## src/rtl/frog_pkg.sv

```systemverilog
// Shared state encoding and default game constants for the frog movement controller.
package frog_pkg;
    typedef enum logic [1:0] {
        PLAY     = 2'd0,
        RESPAWN  = 2'd1,
        GAMEOVER = 2'd2
    } state_t;

    localparam int ROWS        = 8;
    localparam int COLS        = 8;
    localparam int START_COL   = 3;
    localparam int COOLDOWN    = 4;
    localparam int RESPAWN_CYC = 16;
    localparam int LIVES       = 3;
endpackage

```

## src/rtl/frog_move_ctrl_key_edge.sv

```systemverilog
// Per-key level register with rising-edge detect against the registered copy.
module key_edge (
    input  logic i_clk,
    input  logic i_rst,
    input  logic i_key,
    output logic o_edge
);
    logic r_key;

    always_ff @(posedge i_clk) begin
        if (i_rst) r_key <= 1'b0;
        else       r_key <= i_key;
    end

    assign o_edge = i_key & ~r_key;
endmodule

```

## src/rtl/frog_move_ctrl.sv

```systemverilog
// Frog movement controller: key arbitration with cooldown, grid bounds,
// win/crash handling and the PLAY/RESPAWN/GAMEOVER life cycle.
module frog_move_ctrl #(
    parameter int ROWS        = frog_pkg::ROWS,
    parameter int COLS        = frog_pkg::COLS,
    parameter int START_COL   = frog_pkg::START_COL,
    parameter int COOLDOWN    = frog_pkg::COOLDOWN,
    parameter int RESPAWN_CYC = frog_pkg::RESPAWN_CYC,
    parameter int LIVES       = frog_pkg::LIVES
) (
    input  logic       clock,
    input  logic       reset,
    input  logic       L,
    input  logic       R,
    input  logic       U,
    input  logic       D,
    input  logic       crash,
    output logic       mvL,
    output logic       mvR,
    output logic       mvU,
    output logic       mvD,
    output logic [2:0] row,
    output logic [2:0] col,
    output logic       restart,
    output logic       win,
    output logic [1:0] lives,
    output logic [3:0] score,
    output logic       gameOver
);
    import frog_pkg::*;

    localparam int CDW = (COOLDOWN > 0) ? $clog2(COOLDOWN + 1) : 1;
    localparam int RW  = (RESPAWN_CYC > 1) ? $clog2(RESPAWN_CYC) : 1;
    localparam logic [2:0]     ROW_TOP   = 3'(ROWS - 1);
    localparam logic [2:0]     ROW_WIN   = 3'(ROWS - 2);
    localparam logic [2:0]     COL_TOP   = 3'(COLS - 1);
    localparam logic [2:0]     COL_START = 3'(START_COL);
    localparam logic [CDW-1:0] CD_LOAD   = CDW'(COOLDOWN);
    localparam logic [RW-1:0]  RESP_LOAD = RW'(RESPAWN_CYC - 1);

    logic w_eu, w_ed, w_el, w_er;
    logic w_go_u, w_go_d, w_go_l, w_go_r;

    state_t         r_state;
    logic [CDW-1:0] r_cd;
    logic [RW-1:0]  r_resp;
    logic [2:0]     r_row, r_col;
    logic [1:0]     r_lives;
    logic [3:0]     r_score;
    logic           r_mvu, r_mvd, r_mvl, r_mvr, r_restart, r_win, r_gameover;

    key_edge u_key_u (.i_clk(clock), .i_rst(reset), .i_key(U), .o_edge(w_eu));
    key_edge u_key_d (.i_clk(clock), .i_rst(reset), .i_key(D), .o_edge(w_ed));
    key_edge u_key_l (.i_clk(clock), .i_rst(reset), .i_key(L), .o_edge(w_el));
    key_edge u_key_r (.i_clk(clock), .i_rst(reset), .i_key(R), .o_edge(w_er));

    // Highest-priority edge wins the cycle; if it points off-grid nothing is granted.
    always_comb begin
        w_go_u = 1'b0;
        w_go_d = 1'b0;
        w_go_l = 1'b0;
        w_go_r = 1'b0;
        if (r_cd == '0) begin
            if (w_eu)      w_go_u = (r_row != ROW_TOP);
            else if (w_ed) w_go_d = (r_row != 3'd0);
            else if (w_el) w_go_l = (r_col != 3'd0);
            else if (w_er) w_go_r = (r_col != COL_TOP);
        end
    end

    always_ff @(posedge clock) begin
        if (reset) begin
            r_state    <= PLAY;
            r_cd       <= '0;
            r_resp     <= '0;
            r_row      <= 3'd0;
            r_col      <= COL_START;
            r_lives    <= 2'(LIVES);
            r_score    <= 4'd0;
            r_mvu      <= 1'b0;
            r_mvd      <= 1'b0;
            r_mvl      <= 1'b0;
            r_mvr      <= 1'b0;
            r_restart  <= 1'b0;
            r_win      <= 1'b0;
            r_gameover <= 1'b0;
        end else begin
            r_mvu     <= 1'b0;
            r_mvd     <= 1'b0;
            r_mvl     <= 1'b0;
            r_mvr     <= 1'b0;
            r_restart <= 1'b0;
            r_win     <= 1'b0;
            case (r_state)
                PLAY: begin
                    if (crash) begin
                        r_restart <= 1'b1;
                        r_row     <= 3'd0;
                        r_col     <= COL_START;
                        r_cd      <= '0;
                        r_lives   <= r_lives - 2'd1;
                        if (r_lives > 2'd1) begin
                            r_state <= RESPAWN;
                            r_resp  <= RESP_LOAD;
                        end else begin
                            r_state    <= GAMEOVER;
                            r_gameover <= 1'b1;
                        end
                    end else begin
                        if (r_cd != '0) r_cd <= r_cd - 1'b1;
                        if (w_go_u && r_row == ROW_WIN) begin
                            r_mvu     <= 1'b1;
                            r_win     <= 1'b1;
                            r_restart <= 1'b1;
                            r_row     <= 3'd0;
                            r_col     <= COL_START;
                            r_cd      <= '0;
                            if (r_score != 4'hF) r_score <= r_score + 4'd1;
                        end else if (w_go_u) begin
                            r_mvu <= 1'b1;
                            r_row <= r_row + 3'd1;
                            r_cd  <= CD_LOAD;
                        end else if (w_go_d) begin
                            r_mvd <= 1'b1;
                            r_row <= r_row - 3'd1;
                            r_cd  <= CD_LOAD;
                        end else if (w_go_l) begin
                            r_mvl <= 1'b1;
                            r_col <= r_col - 3'd1;
                            r_cd  <= CD_LOAD;
                        end else if (w_go_r) begin
                            r_mvr <= 1'b1;
                            r_col <= r_col + 3'd1;
                            r_cd  <= CD_LOAD;
                        end
                    end
                end
                RESPAWN: begin
                    if (r_resp == '0) r_state <= PLAY;
                    else              r_resp  <= r_resp - 1'b1;
                end
                default: ;
            endcase
        end
    end

    assign mvU      = r_mvu;
    assign mvD      = r_mvd;
    assign mvL      = r_mvl;
    assign mvR      = r_mvr;
    assign row      = r_row;
    assign col      = r_col;
    assign restart  = r_restart;
    assign win      = r_win;
    assign lives    = r_lives;
    assign score    = r_score;
    assign gameOver = r_gameover;
endmodule
```

## config.mk

```make
export PLATFORM = sky130hd
export DESIGN_NAME = frog_move_ctrl
export DESIGN_NICKNAME = d
export VERILOG_FILES = /design/src/rtl/frog_pkg.sv /design/src/rtl/frog_move_ctrl_key_edge.sv /design/src/rtl/frog_move_ctrl.sv
export SDC_FILE = /design/constraint.sdc
export NUM_CORES = 1
export LEC_CHECK = 0
export ABC_AREA = 0
export CORE_MARGIN = 2
export CORE_UTILIZATION = 30
export DETAILED_ROUTE_END_ITERATION = 8
export PLACE_DENSITY_LB_ADDON = 0.25
export SYNTH_ARGS = -nofsm -noshare
export SYNTH_HDL_FRONTEND = slang
export SYNTH_SLANG_ARGS = --single-unit
export TNS_END_PERCENT = 10
```

## constraint.sdc

```tcl
create_clock -name clock -period 2.4 [get_ports clock]
set_clock_uncertainty 0.1 [all_clocks]
set_input_delay 0.24 -clock clock [delete_from_list [all_inputs] [get_ports clock]]
set_output_delay 0.24 -clock clock [all_outputs]
set_load 0.05 [all_outputs]
```

# Word level (Yosys, flattened, before mapping)
# Index checks and enable logic that the tools add are counted.
[totals]
register_bits = 32
[classes]
addsub = 8
order_cmp = 1
eq_ne = 11
muxes = 46
bitwise = 11
reduce_logical = 24
[ops]
columns = ["cell", "n"]
rows = [
  ["$mux W3", 17],
  ["$mux W1", 21],
  ["$mux W4", 3],
  ["$reduce_and A4 Y1", 3],
  ["$reduce_bool A3 Y1", 3],
  ["$sub A3 B1 Y3 const B", 3],
  ["$ne A2 B2 Y1 const B", 4],
  ["$pmux W4 S2", 1],
  ["$reduce_bool A4 Y1", 2],
  ["$not A1 Y1", 7],
  ["$reduce_bool A7 Y1", 1],
  ["$reduce_or A7 Y1", 1],
  ["$add A3 B1 Y3 const B", 2],
  ["$mux W2", 3],
  ["$ne A3 B2 Y1 const B", 2],
  ["$ne A3 B3 Y1 const B", 2],
  ["$reduce_and A2 Y1", 3],
  ["$reduce_and A3 Y1", 2],
  ["$reduce_or A6 Y1", 1],
  ["$reduce_or A5 Y1", 1],
  ["$add A4 B1 Y4 const B", 1],
  ["$and A1 B1 Y1", 4],
  ["$logic_not A4 Y1", 1],
  ["$ne A4 B4 Y1 const B", 1],
  ["other kinds (12)", 12],
]

# Longest topological paths before layout
[depth]
word_depth = 13
mapped_depth = 9
ltp_nobuf = 9

# Hierarchy
# From an unflattened synthesis, not the netlist that was laid out.
[hier_totals]
cells_unflattened = 191
area_unflattened_um2 = 1712.9
[modules_own_cells]
columns = ["mod", "n_inst", "cells_per_inst", "area_each_um2", "seq_area_each_um2"]
rows = [
  ["frog_move_ctrl", 1, 179, 1522.7, 560.5],
  ["key_edge", 4, 3, 47.5, 20.0],
]

# Worst setup path after synthesis
# Ideal clock, no wire load.
[synth_timing]
path_kind = "register -> register"
startpoint = "register r_col[1], in the netlist col[1]"
endpoint = "register r_col[2], in the netlist col[2]"
arrival_time_ns = 1.982
t_required_ns = 2.180
path_slack_ns = 0.198
stages_incl_launch_ff = 7
path_buffers = 0
period_less_slack_ns = 2.202
cell_sequence = "dfxtp_1 o311a_1 nand2_1 fa_1 xor2_1 and3_1 o31a_1"
[synth_between]
elab_chain_len = 10
word_cells_on_any_way = 21
cone_classes = "add/sub (2); eq/ne (1); mux (15); reduce/logical (3)"
[synth_rtl]
columns = ["element", "line_no", "rtl"]
rows = [
  ["start, declared", "frog_move_ctrl.sv:47", "logic [2:0] r_row, r_col;"],
  ["start signal, assigned", "frog_move_ctrl.sv:129", "r_col <= r_col - 3'd1;"],
  ["start signal, assigned", "frog_move_ctrl.sv:133", "r_col <= r_col + 3'd1;"],
  ["$reduce_bool A3 Y1", "frog_move_ctrl.sv:66", "else if (w_el) w_go_l = (r_col != 3'd0);"],
  ["$mux W1", "frog_move_ctrl.sv:66", ""],
  ["$mux W1", "frog_move_ctrl.sv:65", "else if (w_ed) w_go_d = (r_row != 3'd0);"],
  ["$mux W1", "frog_move_ctrl.sv:64", "if (w_eu) w_go_u = (r_row != ROW_TOP);"],
  ["$mux W1", "frog_move_ctrl.sv:63", "if (r_cd == '0) begin"],
  ["$mux W3", "frog_move_ctrl.sv:127", "end else if (w_go_l) begin"],
  ["$mux W3", "frog_move_ctrl.sv:123", "end else if (w_go_d) begin"],
  ["$mux W3", "frog_move_ctrl.sv:119", "end else if (w_go_u) begin"],
  ["$mux W3", "frog_move_ctrl.sv:111", "if (w_go_u && r_row == ROW_WIN) begin"],
  ["$mux W3", "frog_move_ctrl.sv:96", "if (crash) begin"],
]
# Several ways; a longest one is shown, not always the timed one. The select of a mux whose other input is x is not followed.
# A chain may end at the register's enable or synchronous reset.

# Worst setup path after layout
[layout_timing]
startpoint = "register r_cd[0]"
endpoint = "register r_score[1], in the netlist score[1]"
[layout_between]
elab_chain_len = 4
[layout_rtl]
columns = ["element", "line_no", "rtl"]
rows = [
  ["start, declared", "frog_move_ctrl.sv:45", "logic [CDW-1:0] r_cd;"],
  ["start signal, assigned", "frog_move_ctrl.sv:110", "if (r_cd != '0) r_cd <= r_cd - 1'b1;"],
  ["$logic_not A3 Y1", "frog_move_ctrl.sv:63", ""],
  ["$mux W1", "frog_move_ctrl.sv:63", ""],
  ["$logic_and A1 B1 Y1", "frog_move_ctrl.sv:111", ""],
  ["$reduce_and A4 Y1 (no source line)", "--", ""],
  ["end signal, assigned", "frog_move_ctrl.sv:118", "if (r_score != 4'hF) r_score <= r_score + 4'd1;"],
  ["end, declared", "frog_move_ctrl.sv:49", "logic [3:0] r_score;"],
]
# No other way between the ends.

==> flow_summary_export.csv <==
group,metric,value,unit
clocking,path_clk_slew,0.06,ns
critical_path,path_depth,9,
global_routing,first_global_vias,1276,
synth,synth_nets,186,
sta,fmaxAchievable,441,MHz
global_routing,track_usage,0.127,
critical_path,timing.rr.start,"r_cd[0]$_SDFFE_PP0P_",
sta,maxSlewViolCount,0,
critical_path,crit_chain,"inv_1 > ha_1 > ha_2 > nand3b_2 > or3_4 > nor4_4 > buf_4 > mux2i_1 > nor2_1",
floorplanning,start_util,0.308,
drt,drtIter0Drc,51,
min_path,hold_depth,2,
sta,period_needed,2.27,ns
critical_path,path_buf_inv,2,
clocking,cts_sinks,32,
synth,synth_warnings,0,
floorplanning,die_y,76.2,µm
synth,synth.avg_cell_area,9.10,µm²
synth,synth_ff_type,"dfxtp_1",
critical_path,rr_endpoint,"score[1]$_SDFFE_PP0P_",
final_layout,final_common_cell,"dfxtp_1",
clocking,cts_hold_buf,0,
critical_path,worst_path_max_delay_cell,"or3_4",
sta,min_period_over_period,0.945,
pwr,p_total,1.65,mW
floorplanning,rows,26,
critical_path,cpPeakStageDelay,0.40,ns
critical_path,cp_max_fo,5,
pwr,power.leakage,0.782,nW
synth,ys_seq_area_frac,0.409,
global_routing,antenna_found_initial,0,
final_layout,finalNonFillerCells,277,
clocking,tritoncts,"built",
synth,ys_types,50,
synth,synth-edff-count,0,
min_path,worstHoldPathType,"flip-flop to flip-flop",
synth,netlist_area,1570,µm²
critical_path,cp_data_required_time,2.46,ns
final_layout,fin_nets,221,
clocking,htree_levels,2,
critical_path,rrSetupSlack,0.13,ns
final_layout,area_growth,29.9,%
final_layout,multi_input_area,872,µm²
synth,syn_inst,172,
drt,via_count,1281,
drt,routed_wirelength,3420,µm
floorplanning,die_x,76.2,µm
clocking,cts_buffer_depth,2,
clocking,clk_latency,0.28,ns
critical_path,cp.arrival,2.33,ns
sta,maxSlewHeadroom,0.661,
clocking,cts-root-buf,"clkbuf_8",
final_layout,register_area,641,µm²
placement,place.gp.congestion,0.745,
min_path,holdCritStartpoint,"r_cd[2]$_SDFFE_PP0P_",
drt,drc,0,
synth,synth.ff_latch_count,32,
placement,numPortBuffers,25,
synth,async_flop_share,0,
drt,drt_first_pass_iters,4,
critical_path,r2r_cells,9,
floorplanning,io_pins,26,
final_layout,diodes,0,
outcome,status,"complete, no violations",
sta,finalSetupViolCount,0,
drt,via_per_inst,4.62,
sta,worst_pin_slew,0.507,ns
critical_path,start_kind,"flip-flop",
min_path,whs_endpoint,"r_cd[2]$_SDFFE_PP0P_",
pwr,power_density,814,nW/µm²
critical_path,end_kind,"flip-flop",
critical_path,cpLargestDelayFamily,"simple AND/OR/NAND/NOR gates",
floorplanning,core_area,5070,µm²
final_layout,final_cell_mix,"dfxtp_1 (32), clkdlybuf4s50_1 (25), a21oi_1 (15)",
global_routing,grt_remaining_overflow,0,
critical_path,critical_path_class,"flip-flop to flip-flop",
sta,hold_viol_final,0,
clocking,cts_buffers,5,
drt,detail-route-antenna-nets,0,
final_layout,drive_above_1_share,0.135,
final_layout,fill_cells,542,
global_routing,grt_max_degree,30,
global_routing,grt_pass1_wl,5890,µm
floorplanning,fp.dieArea,5810,µm²
run,maxCapViolCount,0,
placement,dpl.cell_count,268,
drt,wire_per_inst,12.4,µm
placement,dp.final_hpwl,2320,µm
pwr,peakVddDrop,329,µV
registers in the layout (all words and copies together), names as in the netlist, 2 cells and up:
name     cells
r_resp       4
score        4
row          3
r_cd         3
lives        2
col          3
r_state      2
timing repair:
item,CTS,global route
gates resized for setup,0,2
endpoints found under the hold margin,0,0
endpoints found under the setup margin,0,5
buffers inserted,0,2
worst max-delay path by stage:
| stage | start | endpoint | slack (ns) |
|---|---|---|---|
| 3_3_place_gp | L | col[2]$_SDFFE_PP0P_ | 0.07 |
| 3_5_place_dp | U | row[1]$_SDFFE_PP0P_ | 0.04 |
| 4_1_cts | r_cd[0]$_SDFFE_PP0P_ | row[1]$_SDFFE_PP0P_ | 0.04 |
| 2_1_floorplan | col[1]$_SDFFE_PP1P_ | col[2]$_SDFFE_PP0P_ | 0.20 |
| 6_report | r_cd[0]$_SDFFE_PP0P_ | score[1]$_SDFFE_PP0P_ | 0.13 |
| 5_1_grt | r_cd[0]$_SDFFE_PP0P_ | score[1]$_SDFFE_PP0P_ | -0.004 |
worst register-to-register path: cells and delay by family (launching register included):
kind                     cells  cell delay [ns]
adder cells (fa/ha/maj)      2             0.36
buffers and inverters        2             0.23
flip-flops                   1             0.31
multiplexers                 1             0.17
AND/OR/NAND/NOR              4             0.99
report_power, final:
group          switching, mW  internal (mW)  leakage, nW
logic                  0.355          0.252        0.479
clock network          0.189          0.197       0.0410
registers             0.0630          0.599        0.262
total                  0.607           1.05        0.782
through the flow:
step | hold WS (ns) | cell area (µm²) | setup TNS, ns | utilization | worst slack, ns
6_report | 0.357 | 2030 | 0 | 0.401 | 0.132
5_1_grt | 0.372 | 2030 | -0.00404 | 0.401 | -0.00404
4_1_cts | 0.357 | 2010 | 0 | 0.395 | 0.0366
3_5_place_dp | 0.348 | 1930 | 0 | 0.380 | 0.0356
3_3_place_gp | 0.345 | 1930 | 0 | 0.380 | 0.0736
2_1_floorplan | 0.268 | 1570 | 0 | - | 0.198
metal layers:
| metal | up-vias | wire length [µm] | global-route usage |
|---|---|---|---|
| met1 | 587 | 1730 | 0.159 |
| met3 | 4 | 146 | 0.0498 |
| met2 | 21 | 1490 | 0.192 |
| li1 | 669 | - | - |
| met4 | 0 | 48 | 0.0545 |
| met5 | - | 0 | 0 |
cells by family after synthesis:
group	share of synthesized area
buf+inv	0.0408
mux	0.0128
flops	0.409
simple gates	0.295
fa+ha+maj	0.0655
xor+xnor	0.0336
compound gates	0.143
synthesized netlist by cell type (all sizes together) (2+ instances only):
| cell | number | area (µm²) |
|---|---|---|
| ha | 5 | 62.6 |
| nor2 | 10 | 37.5 |
| nor3 | 6 | 35.0 |
| and2 | 2 | 12.5 |
| dfxtp | 32 | 641 |
| nand2b | 6 | 45.0 |
| inv | 12 | 45.0 |
| clkbuf | 5 | 18.8 |
| a31oi | 3 | 25.0 |
| fa | 2 | 40.0 |
| nand4 | 2 | 12.5 |
| a21oi | 16 | 83.8 |
| nor2b | 9 | 58.8 |
| mux2i | 2 | 20.0 |
| o21ai | 2 | 10.0 |
| or3 | 6 | 42.5 |
| xor2 | 3 | 26.3 |
| nor4b | 2 | 23.8 |
| a211o | 2 | 17.5 |
| nand2 | 14 | 52.6 |
| and3 | 3 | 18.8 |
| xnor2 | 3 | 26.3 |
| or2 | 2 | 12.5 |
| nand3 | 3 | 15.0 |
| nor4 | 4 | 40.0 |
cell type report:
class,count,share of cell area
clock inverters,1,0.00246
well taps,70,0.0431
flip-flops and latches,32,0.315
repair buffers,33,0.153
clock buffers,6,0.0357
multi-input cells,123,0.429
inverters,12,0.0222
Power figures use the tool's default switching activity.
